## src/rtl/stream_width_packer_pkg.sv

```systemverilog
// Shared stream helpers: beat-count width and lane zero-fill select.
// Reused by the matching unpacker.
package stream_pkg;

  function automatic int beats_w(input int ratio);
    return $clog2(ratio + 1);
  endfunction

  // 1 when lane holds real data for a word whose last written lane is cnt
  function automatic logic lane_kept(input int lane, input int cnt);
    return (lane <= cnt);
  endfunction

endpackage

```

## src/rtl/stream_width_packer_if.sv

```systemverilog
// Narrow-in / wide-out stream bundle around the packer.
// The slave modport is the packer's view; master is the producer/consumer side.
interface stream_width_packer_if
  import stream_pkg::*;
#(
  parameter int IN_WIDTH = 4,
  parameter int RATIO    = 4
);
  localparam int OUT_WIDTH = IN_WIDTH * RATIO;
  localparam int BEATS_W   = beats_w(RATIO);

  logic [IN_WIDTH-1:0]  in_data;
  logic                 in_valid;
  logic                 in_last;
  logic                 in_ready;
  logic [OUT_WIDTH-1:0] out_data;
  logic                 out_valid;
  logic                 out_last;
  logic [BEATS_W-1:0]   out_beats;
  logic                 out_ready;

  modport master (
    output in_data, in_valid, in_last, out_ready,
    input  in_ready, out_data, out_valid, out_last, out_beats
  );

  modport slave (
    input  in_data, in_valid, in_last, out_ready,
    output in_ready, out_data, out_valid, out_last, out_beats
  );
endinterface

```

## src/rtl/stream_width_packer.sv

```systemverilog
// Packs IN_WIDTH-bit beats LSB-first into IN_WIDTH*RATIO-bit words; in_last
// flushes a zero-padded partial word tagged with its beat count.
module stream_width_packer
  import stream_pkg::*;
#(
  parameter int IN_WIDTH = 4,
  parameter int RATIO    = 4
)(
  input logic clk,
  input logic rst,
  stream_width_packer_if.slave bus
);
  localparam int OUT_WIDTH = IN_WIDTH * RATIO;
  localparam int BEATS_W   = beats_w(RATIO);
  localparam int CNT_W     = (RATIO > 1) ? $clog2(RATIO) : 1;

  logic [OUT_WIDTH-1:0] r_acc;
  logic [CNT_W-1:0]     r_cnt;
  logic [OUT_WIDTH-1:0] r_out_data;
  logic                 r_out_valid;
  logic                 r_out_last;
  logic [BEATS_W-1:0]   r_out_beats;

  logic                 w_in_ready;
  logic                 w_in_xfer;
  logic                 w_out_xfer;
  logic                 w_complete;
  logic [OUT_WIDTH-1:0] w_merged;

  // Single combinational level from out_ready; a draining word frees the slot.
  assign w_in_ready = !rst && (!r_out_valid || bus.out_ready);
  assign w_in_xfer  = bus.in_valid && w_in_ready;
  assign w_out_xfer = r_out_valid && bus.out_ready;
  assign w_complete = w_in_xfer && ((r_cnt == CNT_W'(RATIO - 1)) || bus.in_last);

  // Current beat dropped into lane cnt; lanes above cnt forced to zero.
  always_comb begin
    w_merged = '0;
    for (int l = 0; l < RATIO; l++) begin
      if (lane_kept(l, int'(r_cnt))) begin
        if (l == int'(r_cnt))
          w_merged[l*IN_WIDTH +: IN_WIDTH] = bus.in_data;
        else
          w_merged[l*IN_WIDTH +: IN_WIDTH] = r_acc[l*IN_WIDTH +: IN_WIDTH];
      end
    end
  end

  always_ff @(posedge clk) begin
    if (rst) begin
      r_acc       <= '0;
      r_cnt       <= '0;
      r_out_data  <= '0;
      r_out_valid <= 1'b0;
      r_out_last  <= 1'b0;
      r_out_beats <= '0;
    end else if (w_complete) begin
      r_out_data  <= w_merged;
      r_out_beats <= BEATS_W'(r_cnt) + BEATS_W'(1);
      r_out_last  <= bus.in_last;
      r_out_valid <= 1'b1;
      r_cnt       <= '0;
      r_acc       <= '0;
    end else begin
      if (w_in_xfer) begin
        r_acc <= w_merged;
        r_cnt <= r_cnt + CNT_W'(1);
      end
      if (w_out_xfer)
        r_out_valid <= 1'b0;
    end
  end

  assign bus.in_ready  = w_in_ready;
  assign bus.out_data  = r_out_data;
  assign bus.out_valid = r_out_valid;
  assign bus.out_last  = r_out_last;
  assign bus.out_beats = r_out_beats;

endmodule

```

## src/flat_wrapper.sv

```systemverilog
// flat-port wrapper written by rule: the top's interface ports become plain ports
module stream_width_packer_flat import stream_pkg::*;
#(
  parameter int IN_WIDTH = 4,
  parameter int RATIO    = 4
)
  (clk, rst, bus_in_data, bus_in_valid, bus_in_last, bus_out_ready, bus_in_ready, bus_out_data, bus_out_valid, bus_out_last, bus_out_beats);
  stream_width_packer_if #(.IN_WIDTH(IN_WIDTH), .RATIO(RATIO)) bus_i ();
  input logic clk;
  input logic rst;
  input wire logic [$bits(bus_i.in_data)-1:0] bus_in_data;
  input wire logic [$bits(bus_i.in_valid)-1:0] bus_in_valid;
  input wire logic [$bits(bus_i.in_last)-1:0] bus_in_last;
  input wire logic [$bits(bus_i.out_ready)-1:0] bus_out_ready;
  output wire logic [$bits(bus_i.in_ready)-1:0] bus_in_ready;
  output wire logic [$bits(bus_i.out_data)-1:0] bus_out_data;
  output wire logic [$bits(bus_i.out_valid)-1:0] bus_out_valid;
  output wire logic [$bits(bus_i.out_last)-1:0] bus_out_last;
  output wire logic [$bits(bus_i.out_beats)-1:0] bus_out_beats;
  assign bus_i.in_data = bus_in_data;
  assign bus_i.in_valid = bus_in_valid;
  assign bus_i.in_last = bus_in_last;
  assign bus_i.out_ready = bus_out_ready;
  assign bus_in_ready = bus_i.in_ready;
  assign bus_out_data = bus_i.out_data;
  assign bus_out_valid = bus_i.out_valid;
  assign bus_out_last = bus_i.out_last;
  assign bus_out_beats = bus_i.out_beats;
  stream_width_packer #(.IN_WIDTH(IN_WIDTH), .RATIO(RATIO)) u_core (.clk(clk), .rst(rst), .bus(bus_i));
endmodule
```

## config.mk

```make
export PLATFORM = sky130hd
export DESIGN_NAME = stream_width_packer_flat
export DESIGN_NICKNAME = d
export VERILOG_FILES = /design/src/rtl/stream_width_packer_pkg.sv /design/src/rtl/stream_width_packer_if.sv /design/src/rtl/stream_width_packer.sv /design/src/flat_wrapper.sv
export SDC_FILE = /design/constraint.sdc
export NUM_CORES = 1
export LEC_CHECK = 0
export CORE_MARGIN = 2
export CORE_UTILIZATION = 52
export CTS_BUF_LIST = sky130_fd_sc_hd__clkbuf_2
export DETAILED_ROUTE_END_ITERATION = 10
export PLACE_DENSITY = 0.86
export SETUP_SLACK_MARGIN = 0.4
export SLEW_MARGIN = 5
export SYNTH_ARGS = -nofsm -noshare
export SYNTH_HDL_FRONTEND = slang
export SYNTH_SLANG_ARGS = --single-unit
```

## constraint.sdc

```tcl
create_clock -name clk -period 1.57 [get_ports clk]
set_input_delay 0.471 -clock clk [delete_from_list [all_inputs] [get_ports clk]]
set_output_delay 0.471 -clock clk [all_outputs]
set_load 0.02 [all_outputs]
```

==> metrics.md, run 1 <==
| Metric | Value |
|---|---|
| Outcome | did not finish |
| Stopped at | global routing |
| Err | [ERROR DPL-0033] detailed placement checks failed during check placement. |
| Number of storage elements in the synthesis netlist | 35 |
| Number of placed I/O pins | 31 |
| Starting density of the core | 54.79% |
| Area of the mapped netlist | 0.001524 mm2 |
| Clock root buffer | clkbuf_2 |
| Number of buffers inserted during clock tree synthesis | 5 |
| Sequential element share of the synthesized area | between 40% and 50% |
| Die extent in y | between 50 and 60 um |
| YS warnings | 0 |
| HPWL after DPL | 2.509 mm |
| Placement Setup Slack | -0.6541 ns |
| Die W | 58.14 um |
| Worst End Pin Type | top-level output |
| Area after detailed placement | 0.001929 mm2 |
| TritonCTS sink count | 35 |
| Number of enable flip-flop cells after synthesis | 0 |
| Maximum number of pins on one net before global-route repair | 13 |
| Maximum buffer depth of the clock tree | 2 |
| Count of H-tree levels built during CTS | 2 |
| # port buffers | 30 |
| Dpl cells | ~220 |
| Async S/R FF share, synth | 0% |
| Weighted congestion reported at the end of routability-driven placement | 0.7406 |
| Number of antenna violations at the first check in global routing | 0 |
| Cells after synthesis | 161 |
| Number of library cell types mapped by synthesis | 30 |
| Mean instance size in the synthesized netlist | 9.466 um2 |
| Number of nets produced by synthesis | 175 |
| Top flip-flop cell by instance count after synthesis | dfxtp_1 |
| Last worst endpoint in the global-route repair_timing | bus_in_ready |
| Row Count | 19 |
## cells by family after synthesis
kind of cell	after synthesis	synth area share, %
adders and majority gates	5	4.105
DFF	35	45.98
and+or+nand+nor	57	16.58
buffers and inverters	14	6.322
AOI/OAI and AO/OA	32	15.27
muxes	17	11.17
xor gates and xnor gates	1	0.5748
## what timing repair did
| item | 4_1_cts |
|---|---|
| hold buffers | 0 |
| pin swaps | 15 |
| resized for setup | 216 |
| endpoints found under the setup margin | 57 |
| gates cloned | 4 |
| endpoints found under the hold margin | 0 |
| buffers inserted | 15 |
## metrics by stage
stage | hold WS (ns) | util [%]
after CTS | 0.4707 | 88.21
after global placement | 0.4344 | 69.37
after detailed placement | 0.4382 | 69.37
after floorplan | 0.4596 | -
## cell usage after synthesis, types with 2 or more instances
cell type / instances / area share [%]
a211oi_1: 9 / 4.4
a211oi_2: 3 / 2.5
a21oi_1: 13 / 4.3
a22o_1: 2 / 1.1
a22oi_1: 2 / 0.98
buf_2: 4 / 1.3
clkbuf_1: 3 / 0.74
dfxtp_1: 35 / 46
ha_1: 5 / 4.1
inv_1: 2 / 0.49
mux2i_1: 17 / 11
nand2_1: 15 / 3.7
nand2b_1: 2 / 0.82
nor2_1: 31 / 7.6
nor2_2: 3 / 1.2
==> inputs of run 2 (changes only) <==
CORE_UTILIZATION = 40   (was 52)
CTS_BUF_LIST = unset   (was sky130_fd_sc_hd__clkbuf_2)
PLACE_DENSITY = unset   (was 0.86)
PLACE_DENSITY_LB_ADDON = 0.15   (was unset)
SETUP_SLACK_MARGIN = unset   (was 0.4)
==> metrics.md, run 2 <==
| Metric | Value |
|---|---|
| Wire length of the first global-routing pass | 5.740 mm |
| Dpl cells | 242 |
| Outcome | finished, final reports clean |
| Number of maximum-capacitance violations | 0 |
| Commonest cells after routing, fill and taps aside | dfxtp_1 (35), nor2_1 (31), dlygate4sd2_1 (21) |
| Weighted congestion reported at the end of routability-driven placement | 0.7699 |
| Row Count | 22 |
| Die extent in y | 65.73 um |
| Worst path required time | 1.76 ns |
| Transition time of the tightest slew-check pin | 0.3327 ns |
| Number of setup violations in the final report | 0 |
| Ratio of cells with drive above 1 in the final layout | about a fifth |
| Clock group share of total power | between 30% and 40% |
| Clock root buffer | clkbuf_8 |
| Share of the synthesized area in the top cell type | a little under half |
| Hold/Removal Path Class | flip-flop to flip-flop |
| Count of endpoints failing hold in the final timing report | 0 |
| Total Die Area | 0.004320 mm2 |
| Count of H-tree levels built during CTS | 2 |
| Number of enable flip-flop cells after synthesis | 0 |
| Top achievable clock speed | 0.6600 GHz |
| Share of total power in combinational logic | 15.2% |
| HPWL after DPL | 2.369 mm |
| Top cells by instance count after synthesis | dfxtp_1 (35), nor2_1 (31), mux2i_1 (17), nand2_1 (15), a21oi_1 (13) |
| Final critical-path share of the clock period | a little over nine tenths |
| Sequential element share of the synthesized area | between 40% and 50% |
| # port buffers | 30 |
| Nets | 217 |
| Cell internal power dissipation | 1.399 mW |
| Pwr Total | 1.868 mW |
| DRC Markers | 0 |
| Post-route standard cell area excluding fillers | 0.002049 mm2 |
| Number of nets produced by synthesis | 175 |
| Violation count after the first detailed-route iteration | 46 |
| Vias post-DR | 1242 |
| Die W | 65.73 um |
| Cts hold-fix bufs | 0 |
| Fraction of the core area covered by cells at the end of the flow | 55.98% |
| Dominant cells by area after synthesis | dfxtp_1 (46%), mux2i_1 (11%), nor2_1 (7.6%) |
| Number of antenna violations at the first check in global routing | 0 |
| Vias in the first global route | 1266 |
| Post-route clock skew | 0.003926 ns |
| Min cycle time layout | 1.515 ns |
| Total wirelength of the detailed-routed design | 3.285 mm |
| Critical path type | input pin to flip-flop |
| Share of total power consumed by net switching | 25.09% |
| Overall routing resource usage | 17.77% |
| CP Capture Type | flip-flop |
| Pwr dens | 911.5 mW/mm2 |
| Number of storage elements in the synthesis netlist | 35 |
| Worst-skew pair later-pin latency | 0.28 ns |
| Congestion Overflow GR | 0 |
| Net Switching | approximately 470 uW |
| Area after detailed placement | 0.001946 mm2 |
| Maximum number of pins on one net before global-route repair | 23 |
| Clk slew on worst S/H paths | 0.07 ns |
| Via-per-instance ratio | 4.948 |
| Starting density of the core | 41.63% |
| Post-route ant nets | 0 |
| Top flip-flop cell by instance count after synthesis | dfxtp_1 |
| Startpoint types | input pin |
| TritonCTS sink count | 35 |
| Largest fanout on the critical path | 14 |
| Relative slew slack | 77.82% |
| Number of slew-limit violations in the final report | 0 |
| Number of buffers inserted during clock tree synthesis | 5 |
| Number of detailed-route iterations in the first pass | 4 |
| TritonCTS clock tree | done |
| Mean instance size in the synthesized netlist | 9.466 um2 |
| VDD IR max | ~560 uV |
| Number of placed I/O pins | 31 |
| Cell with the most instances after synthesis | dfxtp_1 |
| Static leakage | 0.9278 nW |
| Number of flip-flops in the largest register | 16 |
| Leading area contributor after synthesis | dfxtp_1 |
| Number of library cell types mapped by synthesis | 30 |
| Number of antenna diodes | 0 |
| Maximum buffer depth of the clock tree | 2 |
| YS warnings | 0 |
| Arrival time reported for the critical path endpoint | 1.71 ns |
| Standard cell core area | 0.003661 mm2 |
| Async S/R FF share, synth | 0% |
| Setup repair after global routing missed its margin | yes |
| Syn-to-layout area delta | 34.48% |
| Sequential fraction of design power | approximately half |
| Area of the mapped netlist | ~0.0015 mm2 |
| Most common cell after layout, fill and taps aside | dfxtp_1 |
| Post-route insts no fill | roughly 250 |
| Cells after synthesis | 161 |
| Routed wire per std cell | 13.09 um |
-- run 2: cell counts after synthesis --
No cell type changed its count.
-- run 2: logic make-up after synthesis --
kind of cell               Yosys count  synth area share, %
and+or+nand+nor                     57                16.58
adders and majority gates            5                4.105
xor gates and xnor gates             1               0.5748
DFF                                 35                45.98
muxes                               17                11.17
AOI/OAI and AO/OA                   32                15.27
buffers and inverters               14                6.322
-- run 2: final cells by class --
cell class                 instances  area (um2)
clock buffer                       6       82.58
sequential                        35       700.7
fill                             359        1612
multi-input combinational        113       757.0
inverter                           2       7.507
clock inverter                     1       5.005
timing repair buffer              46       436.7
tap                               48       60.06
-- run 2: worst max-delay path: stages --
cell             delay (ns)
clkdlybuf4s50_1        0.47
o211ai_2               0.27
nand2b_2               0.25
a211oi_1               0.24
-- run 2: path summary, 6_finish.rpt --
| kind | from | endpoint | slack (ns) | cells after the start |
|---|---|---|---|---|
| worst max-delay path | bus_in_last | u_core.r_acc[8] | 0.05 | 4 |
| worst min-delay path | u_core.bus.out_beats[1] | u_core.bus.out_beats[1] | 0.45 | 2 |
| worst max register to register | u_core.r_cnt[0] | u_core.r_acc[8] | 0.15 | 4 |
| worst min register to register | u_core.bus.out_beats[1] | u_core.bus.out_beats[1] | 0.45 | 2 |
-- run 2: timing repair --
action | 4_1_cts | 5_1_grt
endpoints found under the setup margin | 49 | 3
pin swaps | 1 | 1
buffers inserted | 1 | 0
gates resized for setup | 35 | 3
gates cloned | 1 | 0
-- run 2: layer usage --
metal | global-route usage, % | vias up | share of wire, % | routed length (um)
met4 | 7.813 | 0 | 1.7 | 57
met3 | 4.966 | 6 | 4.7 | 155
met1 | 21.58 | 582 | 45 | 1470
met2 | 29.17 | 24 | 49 | 1601
met5 | 0 | - | 0 | 0
li1 | - | 630 | - | -
-- run 2: metrics by stage --
step / setup TNS, ns / setup slack (ns) / hold WS, ns
finish: 0 / 0.05481 / 0.4544
global route: -0.003359 / -0.003359 / 0.4855
CTS: 0 / 0.01245 / 0.4583
detailed placement: -12.45 / -0.6831 / 0.4510
global placement: -11.52 / -0.6758 / 0.4346
floorplan: 0 / 0.07986 / 0.4596
-- run 2: power groups by stage --
| stage | Sequential, mW | Combinational (mW) | Clock [mW] |
|---|---|---|---|
| 2_1_floorplan | 0.980 | 0.142 | 0 |
| 3_3_place_gp | 0.955 | 0.285 | 0 |
| 3_5_place_dp | 0.958 | 0.289 | 0 |
| 4_1_cts | 0.938 | 0.286 | 0.668 |
| 5_1_grt | 0.941 | 0.309 | 0.709 |
| 6_report | 0.938 | 0.283 | 0.647 |
Power figures use the tool's default switching activity.
==> inputs of run 3 (changes only) <==
CORE_MARGIN = 8   (was 2)
CTS_CLUSTER_SIZE = 8   (was unset)
GPL_TIMING_DRIVEN = 0   (was unset)
==> metrics.md, run 3 (synthesis gave the netlist of run 2 again) <==
| Metric | Value |
|---|---|
| Starting density of the core | 41.63% |
| Pwr dens | 903.5 mW/mm2 |
| Relative slew slack | 72.62% |
| Vias in the first global route | 1301 |
| Clk slew on worst S/H paths | around 0.07 ns |
| Cell at the slowest stage of the critical path | nand2b_4 |
| Delay of the slowest critical-path stage | 0.13 ns |
| Most frequent cell on the critical path | buf_6 |
| Worst path required time | 1.10 ns |
| Row Count | 22 |
| Syn-to-layout area delta | 32.92% |
| Critical path type | input pin to primary output |
| Outcome | finished, final reports clean |
| Top achievable clock speed | 0.6595 GHz |
| Wire length of the first global-routing pass | 6.417 mm |
| Most common cell after layout, fill and taps aside | dfxtp_1 |
| CP cell instances | buf_2 > nand2b_4 > buf_6 > nor2b_4 > buf_6 |
| Maximum buffer depth of the clock tree | 2 |
| Number of maximum-capacitance violations | 0 |
| TritonCTS sink count | 35 |
| Congestion Overflow GR | 0 |
| Die W | 77.73 um |
| Number of placed I/O pins | 31 |
| Total wirelength of the detailed-routed design | 3.784 mm |
| Pwr Total | between 1.5 and 2 mW |
| Ratio of cells with drive above 1 in the final layout | 20.90% |
| Arrival time reported for the critical path endpoint | 1.05 ns |
| Area after detailed placement | approximately 0.0019 mm2 |
| Count of endpoints failing hold in the final timing report | 0 |
| Post-route clock skew | 0.003109 ns |
| # port buffers | 30 |
| Number of buffers inserted during clock tree synthesis | 5 |
| DRC Markers | 0 |
| Number of detailed-route iterations in the first pass | 4 |
| Via-per-instance ratio | roughly 4.9 |
| Final critical-path share of the clock period | between 90% and 100% |
| VDD IR max | 492.1 uV |
| Violation count after the first detailed-route iteration | 85 |
| Worst-skew pair later-pin latency | 0.28 ns |
| Number of setup violations in the final report | 0 |
| Clock root buffer | clkbuf_8 |
| Weighted congestion reported at the end of routability-driven placement | between 0.7 and 0.8 |
| Min cycle time layout | about 1.5 ns |
| CP Capture Type | primary output |
| Commonest cells after routing, fill and taps aside | dfxtp_1 (32), nor2_1 (31), dlygate4sd2_1 (22) |
| Routed wire per std cell | 15.20 um |
| Die extent in y | 77.73 um |
| Setup repair after global routing missed its margin | no |
| Vias post-DR | 1232 |
| Post-route standard cell area excluding fillers | just over 0.002 mm2 |
| HPWL after DPL | 2.712 mm |
| Maximum number of pins on one net before global-route repair | 11 |
| Count of H-tree levels built during CTS | 2 |
| Cts hold-fix bufs | 0 |
| Total Die Area | ~0.006 mm2 |
| Nets | roughly 210 |
| TritonCTS clock tree | done |
| Transition time of the tightest slew-check pin | around 0.41 ns |
| Largest fanout on the critical path | 4 |
| Overall routing resource usage | 13.33% |
| Standard cell core area | 0.003661 mm2 |
| Post-route ant nets | 0 |
| Hold/Removal Path Class | flip-flop to flip-flop |
| Static leakage | roughly 0.9 nW |
| Number of antenna diodes | 0 |
| Number of antenna violations at the first check in global routing | 0 |
| Startpoint types | input pin |
| Number of slew-limit violations in the final report | 0 |
| Number of flip-flops in the largest register | 16 |
==> run 3: layout make-up <==
| type | instances | area (um2) |
|---|---|---|
| fill | 336 | 1635 |
| multi-input combinational | 112 | 769.5 |
| sequential | 35 | 704.4 |
| timing repair buffer | 37 | 339.1 |
| clock buffer | 7 | 76.32 |
| buffer | 7 | 63.81 |
| tap | 48 | 60.06 |
| inverter | 2 | 7.507 |
| clock inverter | 1 | 5.005 |
==> run 3: power by group <==
| part | internal, mW | switching, mW | total (mW) | leakage (nW) |
|---|---|---|---|---|
| Sequential | 0.921 | 0.0194 | 0.940 | 0.286 |
| Combinational | 0.128 | 0.154 | 0.282 | 0.589 |
| Clock | 0.311 | 0.297 | 0.608 | 0.0422 |
==> run 3: metrics by stage <==
step | std cells | setup TNS (ns) | utilization, % | setup slack [ns] | hold slack (ns)
CTS | 251 | 0 | 55.02 | 0.006557 | 0.4545
detailed placement | 239 | -13.57 | 51.47 | -0.8303 | 0.4430
global placement | 239 | -12.79 | 51.47 | -0.8174 | 0.4379
global route | 249 | 0 | 55.33 | 0.009803 | 0.4688
floorplan | 161 | 0 | - | 0.07986 | 0.4596
finish | 249 | 0 | 55.33 | 0.05371 | 0.4482
==> run 3: path summary, 6_finish.rpt <==
| kind | startpoint | end | slack, ns | cells past startpoint |
|---|---|---|---|---|
| setup / recovery | bus_out_ready | bus_in_ready | 0.05 | 5 |
| hold reg to reg | u_core.bus.out_beats[2] | u_core.bus.out_beats[2] | 0.45 | 1 |
| setup reg to reg | u_core.bus.out_valid | u_core.r_acc[5] | 0.12 | 8 |
| hold / removal | u_core.bus.out_beats[2] | u_core.bus.out_beats[2] | 0.45 | 1 |
==> run 3: timing repair <==
item / in CTS / in global routing
buffers inserted: 6 / 0
gates cloned: 1 / 0
pin swaps: 2 / 0
gates resized for setup: 43 / 7
endpoints found under the hold margin: 0 / 0
setup endpoints to repair: 54 / 23
==> run 3: layer usage <==
layer	share of wire [%]	vias to the layer above	global-route usage, %
met3	5.1	5	5.184
li1	-	622	-
met4	1.0	0	4.906
met5	0	-	0
met2	49	27	21.80
met1	44	578	15.36
==> run 3: worst max-delay path, delay by kind of cell <==
| kind | cells | cell delay, ns |
|---|---|---|
| buffers and inverters | 3 | 0.34 |
| and+or+nand+nor | 2 | 0.24 |
==> inputs of run 4 (changes only) <==
--- a/config.mk
+++ b/config.mk
@@ -12,5 +12,4 @@
 export GPL_TIMING_DRIVEN = 0
 export PLACE_DENSITY_LB_ADDON = 0.15
-export SLEW_MARGIN = 5
 export SYNTH_ARGS = -nofsm -noshare
 export SYNTH_HDL_FRONTEND = slang
==> constraint.sdc (replaced) <==
create_clock -name clk -period 1.57 [get_ports clk]
set_input_delay 0.2355 -clock clk [delete_from_list [all_inputs] [get_ports clk]]
set_output_delay 0.2355 -clock clk [all_outputs]
set_load 0.02 [all_outputs]
==> metrics.md, run 4 (synthesis gave the netlist of run 2 again) <==
| Metric | Value |
|---|---|
| Row Count | 22 |
| Largest fanout on the critical path | 2 |
| Routed wire per std cell | 15.11 um |
| Via-per-instance ratio | 5.078 |
| Cell at the slowest stage of the critical path | clkdlybuf4s50_1 |
| Maximum buffer depth of the clock tree | 2 |
| Clock root buffer | clkbuf_8 |
| Number of flip-flops in the largest register | 16 |
| Commonest cells after routing, fill and taps aside | dfxtp_1 (34), nor2_1 (31), clkdlybuf4s50_1 (28) |
| # port buffers | 30 |
| Standard cell core area | 0.003661 mm2 |
| Ratio of cells with drive above 1 in the final layout | about 16% |
| Hold/Removal Path Class | flip-flop to flip-flop |
| Placement Setup Slack | -0.3593 ns |
| Post-route insts no fill | 245 |
| Setup repair after global routing missed its margin | no |
| TritonCTS clock tree | done |
| Filler Cells Inserted | about 320 |
| Wire length of the first global-routing pass | between 6 and 7 mm |
| Violation count after the first detailed-route iteration | 65 |
| WHS | between 0.4 and 0.5 ns |
| Setup slack after layout | 0.08617 ns |
| HPWL after DPL | 2.712 mm |
| CP cell instances | clkdlybuf4s50_1 |
| Number of antenna violations at the first check in global routing | 0 |
| Delay of the slowest critical-path stage | a little over 0.6 ns |
| Number of antenna diodes | 0 |
| Pwr Total | 1.828 mW |
| Nets | 210 |
| DRC Markers | 0 |
| Worst flop-to-flop path startpoint | u_core.r_cnt[1] |
| Count of endpoints failing hold in the final timing report | 0 |
| Relative slew slack | 72.33% |
| Critical Path Start | u_core.bus.out_data[2] |
| Maximum number of pins on one net before global-route repair | 11 |
| Number of detailed-route iterations in the first pass | 4 |
| Die W | 77.73 um |
| Post-route standard cell area excluding fillers | 0.001992 mm2 |
| Worst path required time | 1.33 ns |
| Final critical-path share of the clock period | 94.51% |
| Pwr dens | slightly above 900 mW/mm2 |
| Count of H-tree levels built during CTS | 2 |
| Worst Hold Launch | u_core.bus.out_beats[2] |
| Critical path type | flip-flop to primary output |
| Dpl cells | 239 |
| CP Capture Type | primary output |
| Most common cell after layout, fill and taps aside | dfxtp_1 |
| Outcome | finished, final reports clean |
| Number of placed I/O pins | 31 |
| Weighted congestion reported at the end of routability-driven placement | 0.7903 |
| Number of maximum-capacitance violations | 0 |
| Post-route clock skew | 0.002725 ns |
| Clk slew on worst S/H paths | approximately 0.060 ns |
| Critical path's top delay family | buffers and inverters |
| Overall routing resource usage | 12.83% |
| Total Die Area | between 0.006 and 0.007 mm2 |
| Vias post-DR | roughly 1200 |
| Number of slew-limit violations in the final report | 0 |
| Number of buffers inserted during clock tree synthesis | 5 |
| TritonCTS sink count | 35 |
| Arrival time reported for the critical path endpoint | 1.25 ns |
| Syn-to-layout area delta | 30.71% |
| Post-route ant nets | 0 |
| VDD IR max | 492.2 uV |
| Area after detailed placement | 0.001884 mm2 |
| Startpoint types | flip-flop |
| Top achievable clock speed | slightly below 0.7 GHz |
| Starting density of the core | about two fifths |
| Congestion Overflow GR | 0 |
| Transition time of the tightest slew-check pin | 0.4151 ns |
| Buffers & Inverters on Critical Path | 1 |
| Vias in the first global route | 1250 |
| Total wirelength of the detailed-routed design | ~3.7 mm |
| Min cycle time layout | between 1 and 1.5 ns |
| Static leakage | 0.7831 nW |
| Number of setup violations in the final report | 0 |
| Die extent in y | 77.73 um |
| Worst-skew pair later-pin latency | 0.28 ns |
## run 4: area by class of cell
cell class | count | area (um2) | area share (%)
buffer | 9 | 80.08 | 4.020
clock buffer | 7 | 76.32 | 3.832
clock inverter | 1 | 5.005 | 0.2513
inverter | 2 | 7.507 | 0.3769
multi-input combinational | 112 | 755.7 | 37.94
sequential | 35 | 701.9 | 35.24
tap | 48 | 60.06 | 3.015
timing repair buffer | 31 | 305.3 | 15.33
## run 4: worst paths after layout
check | end | depth (start not counted) | slack [ns]
hold / removal | u_core.bus.out_beats[2] | 1 | 0.45
hold reg to reg | u_core.bus.out_beats[2] | 1 | 0.45
setup / recovery | bus_out_data[2] | 1 | 0.09
setup reg to reg | u_core.r_acc[7] | 6 | 0.14
## run 4: timing repair
item | CTS | global route
hold buffers | 0 | 0
pin swaps | 1 | 0
resized for setup | 6 | 7
buffers inserted | 1 | 0
setup endpoints to repair | 11 | 23
## run 4: layer usage
metal	routed length, um	track usage (%)	vias up
li1	-	-	614
met1	1673	15.22	582
met2	1751	20.63	40
met3	213	4.839	8
met4	65	4.528	0
met5	0	0	-
## run 4: where the power goes
part	leakage, nW	switching [mW]	internal (mW)
Combinational	0.456	0.150	0.129
Clock	0.0422	0.300	0.311
Sequential	0.285	0.0188	0.920
Total	0.783	0.469	1.36
## run 4: per-stage QoR
step / util, % / setup TNS (ns)
2_1_floorplan: - / 0
6_report: 54.41 / 0
4_1_cts: 54.27 / 0
3_5_place_dp: 51.47 / -4.880
5_1_grt: 54.41 / 0
3_3_place_gp: 51.47 / -4.173
